--- config.mk ---
export PLATFORM = sky130hd
export DESIGN_NAME = pwm_ctrl_flat
export DESIGN_NICKNAME = d
export VERILOG_FILES = /design/src/rtl/pwm_pkg.sv /design/src/rtl/pwm_ctrl_if.sv /design/src/rtl/pwm_deadband.sv /design/src/rtl/pwm_ctrl.sv /design/src/flat_wrapper.sv
export SDC_FILE = /design/constraint.sdc
export NUM_CORES = 1
export LEC_CHECK = 0
export ABC_AREA = 1
export CAP_MARGIN = 20
export CORE_MARGIN = 2
export CORE_UTILIZATION = 25
export DETAILED_ROUTE_END_ITERATION = 10
export PLACE_DENSITY_LB_ADDON = 0.15
export SLEW_MARGIN = 20
export SYNTH_ARGS = -nofsm -noshare
export SYNTH_HDL_FRONTEND = slang
export SYNTH_SLANG_ARGS = --single-unit
--- constraint.sdc ---
create_clock -name ck -period 1.5 [get_ports ck]
set_clock_uncertainty 0.1 [all_clocks]
set_input_delay 0.45 -clock ck [delete_from_list [all_inputs] [get_ports ck]]
set_output_delay 0.45 -clock ck [all_outputs]
set_load 0.01 [all_outputs]
--- src/rtl/pwm_pkg.sv ---
// Shared types and defaults for the PWM sequencer.
// Optional dead-time build is selected with PWM_DEADTIME_EN.
package pwm_pkg;
    typedef enum logic [1:0] {
        IDLE = 2'd0,
        RUN  = 2'd1,
        STOP = 2'd2
    } pwm_state_t;

    localparam int PWM_CNT_W = 8;
    localparam int PWM_DEAD  = 2;
endpackage

--- src/rtl/pwm_ctrl_if.sv ---
// Config/status bundle between the requester and pwm_ctrl.
// pwm_out_n exists only when PWM_DEADTIME_EN is defined.
interface pwm_ctrl_if
    import pwm_pkg::*;
#(
    parameter int CNT_W = PWM_CNT_W
) ();
    logic             en;
    logic [CNT_W-1:0] period;
    logic [CNT_W-1:0] duty;
    logic             load;
    logic             load_ack;
    logic             pwm_out;
    logic             cycle_end;
    logic             busy;
`ifdef PWM_DEADTIME_EN
    logic             pwm_out_n;

    modport master (output en, period, duty, load,
                    input  load_ack, pwm_out, pwm_out_n, cycle_end, busy);
    modport slave  (input  en, period, duty, load,
                    output load_ack, pwm_out, pwm_out_n, cycle_end, busy);
`else
    modport master (output en, period, duty, load,
                    input  load_ack, pwm_out, cycle_end, busy);
    modport slave  (input  en, period, duty, load,
                    output load_ack, pwm_out, cycle_end, busy);
`endif
endinterface

--- src/rtl/pwm_deadband.sv ---
// Dead-time inserter: each edge of cmp holds both channels low for DEAD cycles.
// Latency: one registered stage; no backpressure. Pulses shorter than DEAD never reach the outputs.
module pwm_deadband
    import pwm_pkg::*;
#(
    parameter int DEAD = PWM_DEAD
) (
    input  logic ck,
    input  logic rst_n,
    input  logic active,
    input  logic cmp,
    output logic out_p,
    output logic out_n
);
    localparam int DW = (DEAD < 1) ? 1 : $clog2(DEAD + 1);

    logic          lvl;
    logic [DW-1:0] dcnt;

    always_ff @(posedge ck) begin
        if (!rst_n || !active) begin
            lvl   <= 1'b0;
            dcnt  <= '0;
            out_p <= 1'b0;
            out_n <= 1'b0;
        end else if (cmp != lvl) begin
            // A new edge restarts the gap, so a short pulse is swallowed whole.
            lvl   <= cmp;
            dcnt  <= DW'(DEAD - 1);
            out_p <= 1'b0;
            out_n <= 1'b0;
        end else if (dcnt != '0) begin
            dcnt  <= dcnt - DW'(1);
            out_p <= 1'b0;
            out_n <= 1'b0;
        end else begin
            out_p <= lvl;
            out_n <= ~lvl;
        end
    end
endmodule

--- src/rtl/pwm_ctrl.sv ---
// PWM sequencer: period counter, duty compare, glitch-free staged updates (option: PWM_DEADTIME_EN).
// Latency: pwm_out/cycle_end one cycle after the counter; load_ack one cycle after capture.
// Backpressure: a load waits un-acked while staging is occupied; the requester holds it stable.
module pwm_ctrl
    import pwm_pkg::*;
#(
    parameter int CNT_W = PWM_CNT_W
`ifdef PWM_DEADTIME_EN
    , parameter int DEAD = PWM_DEAD
`endif
) (
    input  logic ck,
    input  logic rst_n,
    pwm_ctrl_if.slave bus
);
    pwm_state_t       state;
    logic [CNT_W-1:0] cnt;
    logic [CNT_W-1:0] act_period;
    logic [CNT_W-1:0] act_duty;
    logic [CNT_W-1:0] stg_period;
    logic [CNT_W-1:0] stg_duty;
    logic             pending;
    logic             cmp_q;
    logic             load_ack_q;
    logic             cycle_end_q;
    logic             busy_q;

    logic running;
    logic term;
    logic commit;
    logic capture;

    assign running = (state != IDLE);
    assign term    = running && (cnt == act_period);
    // Capture needs staging already free; capture and commit never coincide.
    assign commit  = pending && (!running || term);
    assign capture = bus.load && !pending;

    always_ff @(posedge ck) begin
        if (!rst_n) begin
            state       <= IDLE;
            cnt         <= '0;
            act_period  <= '0;
            act_duty    <= '0;
            stg_period  <= '0;
            stg_duty    <= '0;
            pending     <= 1'b0;
            cmp_q       <= 1'b0;
            load_ack_q  <= 1'b0;
            cycle_end_q <= 1'b0;
            busy_q      <= 1'b0;
        end else begin
            load_ack_q  <= capture;
            cycle_end_q <= term;
            cmp_q       <= running && (cnt < act_duty);
            pending     <= capture || (pending && !commit);
            if (capture) begin
                stg_period <= bus.period;
                stg_duty   <= bus.duty;
            end
            if (commit) begin
                act_period <= stg_period;
                act_duty   <= stg_duty;
            end
            case (state)
                IDLE: begin
                    cnt <= '0;
                    if (bus.en) begin
                        state  <= RUN;
                        busy_q <= 1'b1;
                    end else begin
                        busy_q <= 1'b0;
                    end
                end
                RUN, STOP: begin
                    cnt <= term ? '0 : cnt + CNT_W'(1);
                    if (bus.en) begin
                        state  <= RUN;
                        busy_q <= 1'b1;
                    end else if (term) begin
                        state  <= IDLE;
                        busy_q <= 1'b0;
                    end else begin
                        state  <= STOP;
                        busy_q <= 1'b1;
                    end
                end
                default: begin
                    state  <= IDLE;
                    cnt    <= '0;
                    busy_q <= 1'b0;
                end
            endcase
        end
    end

    assign bus.load_ack  = load_ack_q;
    assign bus.cycle_end = cycle_end_q;
    assign bus.busy      = busy_q;

`ifdef PWM_DEADTIME_EN
    logic run_q;

    always_ff @(posedge ck) begin
        if (!rst_n) run_q <= 1'b0;
        else        run_q <= running;
    end

    pwm_deadband #(.DEAD(DEAD)) u_deadband (
        .ck     (ck),
        .rst_n  (rst_n),
        .active (run_q),
        .cmp    (cmp_q),
        .out_p  (bus.pwm_out),
        .out_n  (bus.pwm_out_n)
    );
`else
    assign bus.pwm_out = cmp_q;
`endif
endmodule

--- src/flat_wrapper.sv ---
// flat-port wrapper written by rule: the top's interface ports become plain ports
module pwm_ctrl_flat import pwm_pkg::*;
#(
    parameter int CNT_W = PWM_CNT_W

)
  (ck, rst_n, bus_en, bus_period, bus_duty, bus_load, bus_load_ack, bus_pwm_out, bus_cycle_end, bus_busy);
  pwm_ctrl_if #(.CNT_W(CNT_W)) bus_i ();
  input  logic ck;
  input  logic rst_n;
  input wire logic [$bits(bus_i.en)-1:0] bus_en;
  input wire logic [$bits(bus_i.period)-1:0] bus_period;
  input wire logic [$bits(bus_i.duty)-1:0] bus_duty;
  input wire logic [$bits(bus_i.load)-1:0] bus_load;
  output wire logic [$bits(bus_i.load_ack)-1:0] bus_load_ack;
  output wire logic [$bits(bus_i.pwm_out)-1:0] bus_pwm_out;
  output wire logic [$bits(bus_i.cycle_end)-1:0] bus_cycle_end;
  output wire logic [$bits(bus_i.busy)-1:0] bus_busy;
  assign bus_i.en = bus_en;
  assign bus_i.period = bus_period;
  assign bus_i.duty = bus_duty;
  assign bus_i.load = bus_load;
  assign bus_load_ack = bus_i.load_ack;
  assign bus_pwm_out = bus_i.pwm_out;
  assign bus_cycle_end = bus_i.cycle_end;
  assign bus_busy = bus_i.busy;
  pwm_ctrl #(.CNT_W(CNT_W)) u_core (.ck(ck), .rst_n(rst_n), .bus(bus_i));
endmodule
==> results of run 1 <==
registers in the layout, summed over array words and instances (netlist names), 2 cells and up:
signal,cells
u_core.stg_duty,8
u_core.cnt,8
u_core.state,2
u_core.stg_period,8
u_core.act_duty,8
u_core.act_period,8
per-layer routing:
| metal | track usage [%] | share of wire [%] | vias up |
|---|---|---|---|
| met5 | 0 | 0 | - |
| li1 | - | - | 1004 |
| met3 | 2.584 | 3.7 | 6 |
| met2 | 16.72 | 43 | 27 |
| met4 | 3.571 | 1.6 | 0 |
| met1 | 14.70 | 51 | 770 |
area by class of cell:
class                      count  area [um2]  area share [%]
clock buffer                   6       82.58           2.799
timing repair buffer          59       540.5           18.32
multi-input combinational    181        1050           35.58
inverter                      40       152.6           5.174
tap                          105       131.4           4.453
clock inverter                 2       35.03           1.187
sequential                    47       958.4           32.49
final timing paths:
path / cells past startpoint / start / endpoint
setup / recovery: 8 / u_core.cnt[3]$_SDFF_PP0_ / u_core.act_period[5]$_SDFFE_PN0P_
setup reg to reg: 8 / u_core.cnt[3]$_SDFF_PP0_ / u_core.act_period[5]$_SDFFE_PN0P_
hold reg to reg: 1 / u_core.cnt[0]$_SDFF_PP0_ / u_core.cnt[0]$_SDFF_PP0_
hold / removal: 1 / u_core.cnt[0]$_SDFF_PP0_ / u_core.cnt[0]$_SDFF_PP0_
cells in the mapped netlist (all sizes together):
| cell | n |
|---|---|
| nor3 | 2 |
| o21a | 1 |
| xor2 | 2 |
| nand4 | 1 |
| nand2 | 42 |
| inv | 40 |
| a21oi | 40 |
| ha | 10 |
| nor2 | 29 |
| o21ai | 19 |
| or2 | 1 |
| nor3b | 1 |
| xnor2 | 7 |
| a2111o | 1 |
| clkbuf | 5 |
| nand3 | 23 |
| buf | 9 |
| dfxtp | 47 |
power by group:
group          switching, W  leakage (nW)  internal [W]  total [W]
logic              0.000401         0.795      0.000359   0.000760
clock network      0.000440        0.0612      0.000540   0.000980
registers         0.0000516         0.391       0.00135    0.00140
cell families after synthesis:
group,after synthesis
compound gates,61
xor+xnor,9
fa+ha+maj,10
buf+inv,54
flops,47
simple gates,99
critical path: stages (launching register included):
cell and delay (ns):
dfxtp_2 0.34, xnor2_1 0.15, nand2_1 0.10, nor2_4 0.16, nand2_4 0.13, nand2_8 0.11
buf_4 0.13, a21oi_1 0.06, nor2_1 0.09
placed cells by master, fill, tap and decap left out:
cell type | synthesis | routed
inv_1 | 40 | 38
nand2_1 | 40 | 38
dfxtp_1 | 47 | 37
a21oi_1 | 40 | 33
buf_4 | 0 | 31
nor2_1 | 28 | 27
nand3_1 | 23 | 21
clkdlybuf4s50_1 | 0 | 19
o21ai_0 | 19 | 18
ha_1 | 10 | 10
dfxtp_2 | 0 | 8
xnor2_1 | 7 | 7
a21oi_2 | 0 | 7
clkbuf_8 | 0 | 6
dlygate4sd2_1 | 0 | 4
buf_12 | 0 | 3
nand2_2 | 1 | 2
nor2_4 | 0 | 2
nand2_4 | 1 | 2
nand2_8 | 0 | 2
nand3_2 | 0 | 2
xor2_1 | 2 | 2
buf_6 | 3 | 2
dfxtp_4 | 0 | 2
inv_2 | 0 | 1
inv_4 | 0 | 1
o21a_1 | 1 | 1
or2_2 | 1 | 1
a2111o_1 | 1 | 1
o21ai_2 | 0 | 1
nand4_1 | 1 | 1
nor3b_1 | 1 | 1
nor3_2 | 0 | 1
nor3_1 | 2 | 1
bufinv_16 | 0 | 1
clkinv_2 | 0 | 1
through the flow:
step / total power, W / utilization [%] / setup TNS [ns]
floorplan: 0.001815 / - / 0
global placement: 0.002057 / 32.53 / -4.990
detailed placement: 0.002063 / 32.53 / -5.406
CTS: 0.003103 / 34.40 / 0
global route: 0.003321 / 35.91 / -0.06944
finish: 0.003144 / 35.91 / 0
repair_timing:
item                                    CTS  global route
endpoints found under the setup margin   31            27
setup buffers                             1             3
hold buffers                              0             0
hold endpoints to repair                  0             0
cloned                                    1             1
pin swaps                                 1             8
resized for setup                        11            30
==> impl_metrics.ini, run 1 <==
[synth]
synth-simple-area-share_pct = 20.09
synth_top_family_by_area = simple AND/OR/NAND/NOR gates
yosys-top-cells-area = dfxtp_1 (45%), a21oi_1 (9.5%), inv_1 (7.1%)
synth.yosys.seq_area_share_pct = 44.58
synthesis.area_um2 = 2111
gate_count_after_technology_mapping = 280
ys.warnings.count = 0
synth_compound_area_share_pct = 14.88
ys_ff_latch = 47
synth.mux.area_fraction_pct = 0
yosys.area.top_type = dfxtp_1
synthXorXnorAreaFrac_pct = 3.734
synth_fa_ha_area_share_pct = 5.928
mappedNetlistNets = 310
syn_avg_cell_area_um2 = 7.538
yosysTopAreaCellShare_pct = 44.58
post_synth_num_cell_types = 23

[clocking]
clock_root_cell = clkbuf_8
clock_tree.buffer_depth = 2
clk_latency_ns = 0.30
clkTransAtPathRegs_ns = 0.09
cts.htree.levels = 2
tritoncts.num_buffers = 5
cts.sink_count = 47
cts_tree = done

[status]
outcome = completed

[timing]
finalCriticalPeriod_ns = 1.434
clock.fmax_ghz = 0.6974
worst-slew-pin-transition_ns = 0.1723
grt_setup_unrepaired = true
whs_ns = 0.3369
postLayoutSetupSlackWorst_ns = 0.06618
max_slew_margin_pct = 88.43
timing_max_transition_violations_final = 0
finalCritPeriodShare_pct = 95.59
setup_viol = 0
report.final.hold_viol_count = 0

[placed_design]
dpl_worst_slack_ns = -0.1749
placed_area_um2 = 2673
dp_hpwl_mm = 3.286
finalWeightedCongestion = 0.7353
port-buffer-count = 23
placed_instance_count = 426

[setup_path]
start_kind = flip-flop
worst_ep_required_time_ns = 1.64
timing.critical_path.to_type = flip-flop
worstPathMaxFanout = 7
worstSetupPathType = reg -> reg
worstPathArrival_ns = 1.58
reg2reg_slack_ns = 0.07

[finish]
antenna_diode_count = 0
layout-area-overhead-vs-synth_pct = 39.77
drive_gt1_share_pct = 22.69
fillCellCount = 875
finalNetCount = 364
stdcell_area_um2 = 2950
stdcell_count = 440

[grt]
grt_remaining_overflow = 0
grt_max_degree = 35
grt_pass1_vias = 1638
grt_antenna_before_repair = 0
grt_usage_pct = 10.79
grt_first_pass_wirelength_mm = 7.590

[pwr]
static-leakage-power_nw = 1.248
pd_cells_nw_per_um2 = 1066
max-vdd-ir-drop_mv = 0.4144

[route]
route.detailed.wl_per_inst_um = 10.61
vias = 1807
routed_wirelength_mm = 4.668
postRouteAntennaNets = 0
detail_route.first_pass.iterations = 4
avgViaCountPerCell = 4.107
drt_iter0_markers = 47
drt_drc_violations_left = 0

[floorplan]
die_area_um2 = 9194
die-width_um = 95.89
io_pins = 24
dieHeight_um = 95.89
initial_core_util_pct = 25.69
floorplan.core_area_um2 = 8217
placement_rows = 33

[flow_run]
timing.max_cap.violations = 0

[min_path]
min_path_type = reg -> reg
(Power assumes the default switching activity.)
==> run 2, diff against run 1 <==
--- a/config.mk
+++ b/config.mk
@@ -8,7 +8,7 @@
 export ABC_AREA = 1
 export CAP_MARGIN = 20
 export CORE_MARGIN = 2
-export CORE_UTILIZATION = 25
+export CORE_UTILIZATION = 40
 export DETAILED_ROUTE_END_ITERATION = 10
 export PLACE_DENSITY_LB_ADDON = 0.15
 export SLEW_MARGIN = 20
==> constraint.sdc (replaced) <==
create_clock -name ck -period 1.9 [get_ports ck]
set_clock_uncertainty 0.1 [all_clocks]
set_input_delay 0.57 -clock ck [delete_from_list [all_inputs] [get_ports ck]]
set_output_delay 0.57 -clock ck [all_outputs]
set_load 0.01 [all_outputs]
==> impl_metrics.ini, run 2 (same netlist as run 1, synthesis figures left out) <==
[finish]
multi_input_gate_area_um2 = 942.2
stdcell_count = 375
layout-area-overhead-vs-synth_pct = 20.21
most-common-layout-cells = dfxtp_1 (47), inv_1 (40), nand2_1 (40), a21oi_1 (40), nor2_1 (28)
antenna_diode_count = 0
fillCellCount = 535
final-seq-area_um2 = 940.9
drive_gt1_share_pct = 6.230
most_common_library_cell_in_the_layout_ignoring_fill_and_taps = dfxtp_1
finalNetCount = 334

[setup_path]
timing.critical_path.to_type = primary output
start_kind = flip-flop
timing.critical_path.slowest_stage_cell = clkdlybuf4s50_1
critPathLaunch = u_core.bus.pwm_out$_SDFF_PN0_
r2r.worst_path.cells = 10
regToRegStartpoint = u_core.cnt[4]$_SDFF_PP0_
cp_cell_sequence = clkdlybuf4s50_1
worstPathArrival_ns = 1.15
worst_ep_required_time_ns = 1.23
reg2reg_slack_ns = 0.26
worstPathMaxFanout = 1
worstSetupPathDepth = 1
worstSetupPathType = reg -> out
cp_num_buf_inv = 1
worst_path_largest_cell_delay_ns = 0.52
category_of_cells_accounting_for_the_largest_share_of_critical_path_delay = buffers and inverters
worstReg2RegEnd = u_core.act_duty[0]$_SDFFE_PN0P_
cp-endpoint = bus_pwm_out

[timing]
max_slew_margin_pct = 75.35
worst-slew-pin-transition_ns = 0.3687
timing.setup.tns_ns = 0
finalCriticalPeriod_ns = 1.815
finalCritPeriodShare_pct = 95.54
report.final.hold_viol_count = 0
setup_viol = 0
clock.fmax_ghz = 0.5509
grt_setup_unrepaired = false
timing_max_transition_violations_final = 0

[pwr]
pd_cells_nw_per_um2 = 845.4
share_seq_of_total_power_pct = 51.5
p_switching_w = 0.0006211
clockPowerShare_pct = 28.7
static-leakage-power_nw = 1.049
switching_share_pct = 28.95
internal_power_w = 0.001524
pwr-share-comb_pct = 19.8
max-vdd-ir-drop_mv = 0.5228

[clocking]
cts.htree.levels = 2
clk_latency_ns = 0.30
clock_tree.buffer_depth = 2
clock_root_cell = clkbuf_8
cts_tree = done
tritoncts.num_buffers = 5
postCtsHoldBufs = 0
clkTransAtPathRegs_ns = 0.09
cts.repair_timing.setup_buffer_count = 0
cts_resized = 0
cts.sink_count = 47

[grt]
grt_pass1_vias = 1481
grt_usage_pct = 14.61
grt_antenna_before_repair = 0
grt_first_pass_wirelength_mm = 6.941
grt_remaining_overflow = 0
grt_max_degree = 35

[route]
top_routing_layer_in_use = met4
routed_length_on_met2_mm = 1.626
drt_iter0_markers = 33
avgViaCountPerCell = 4.560
met3_wirelength_um = 157
sum_of_routed_wire_segments_on_met1_mm = 2.032
vias = 1710
drt_drc_violations_left = 0
route.detailed.wl_per_inst_um = 10.38
routed_wirelength_mm = 3.893
detail_route.first_pass.iterations = 4
postRouteAntennaNets = 0

[status]
outcome = completed

[placed_design]
finalWeightedCongestion = 0.7617
dp_hpwl_mm = 2.792
port-buffer-count = 23
placed_instance_count = 367

[floorplan]
io_pins = 24
die-width_um = 76.64
dieHeight_um = 76.64
floorplan.core_area_um2 = 5107
placement_rows = 26
die_area_um2 = 5874
initial_core_util_pct = 41.33

[min_path]
min_path_type = reg -> reg

[flow_run]
timing.max_cap.violations = 0
run 2: cell types whose count changed in the layout (fill, tap and decap cells not counted), sizes merged:
cell,delta
nand2,-2
clkinv,-1
clkdlybuf4s50,+4
clkinvlp,+1
inv,+1
dlygate4sd2,-4
buf,-28
bufinv,-1
run 2: routing by layer:
metal  vias up  track usage, %
met5         -               0
met4         0           7.091
met3         8           3.199
met2        31           20.18
met1       732           21.30
li1        939               -
run 2: area by class of cell:
cell class,instances,area share (%)
timing repair buffer,31,12.92
sequential,47,37.08
multi-input combinational,179,37.13
tap,70,3.452
clock inverter,2,0.6410
inverter,40,5.917
clock buffer,6,2.860
run 2: through the flow:
step	instance area [um2]	setup WS [ns]	hold slack (ns)	util [%]	total power, W
floorplan	2111	0.4327	0.3301	-	0.001433
global placement	2449	0.1067	0.3407	47.94	0.001553
detailed placement	2449	0.07545	0.3445	47.94	0.001560
CTS	2537	0.06760	0.3591	49.68	0.002178
global route	2537	0.03855	0.3840	49.68	0.002276
finish	2537	0.08469	0.3533	49.68	0.002145
run 2: worst min-delay path by stage:
stage	from	to	slack (ns)	depth (start not counted)
finish	u_core.stg_period[2]$_SDFFE_PN0P_	u_core.stg_period[2]$_SDFFE_PN0P_	0.35	2
global route	u_core.stg_period[2]$_SDFFE_PN0P_	u_core.stg_period[2]$_SDFFE_PN0P_	0.38	2
CTS	u_core.stg_period[1]$_SDFFE_PN0P_	u_core.stg_period[1]$_SDFFE_PN0P_	0.36	2
detailed placement	u_core.stg_period[1]$_SDFFE_PN0P_	u_core.stg_period[1]$_SDFFE_PN0P_	0.34	2
global placement	u_core.stg_period[1]$_SDFFE_PN0P_	u_core.stg_period[1]$_SDFFE_PN0P_	0.34	2
floorplan	u_core.stg_duty[0]$_SDFFE_PN0P_	u_core.stg_duty[0]$_SDFFE_PN0P_	0.33	2
run 2: power groups by stage:
| stage | logic (W) | clock network (W) | registers, W |
|---|---|---|---|
| finish | 0.000425 | 0.000615 | 0.00110 |
| global route | 0.000490 | 0.000671 | 0.00112 |
| CTS | 0.000433 | 0.000639 | 0.00111 |
| detailed placement | 0.000431 | 0 | 0.00113 |
| global placement | 0.000428 | 0 | 0.00113 |
| floorplan | 0.000312 | 0 | 0.00112 |
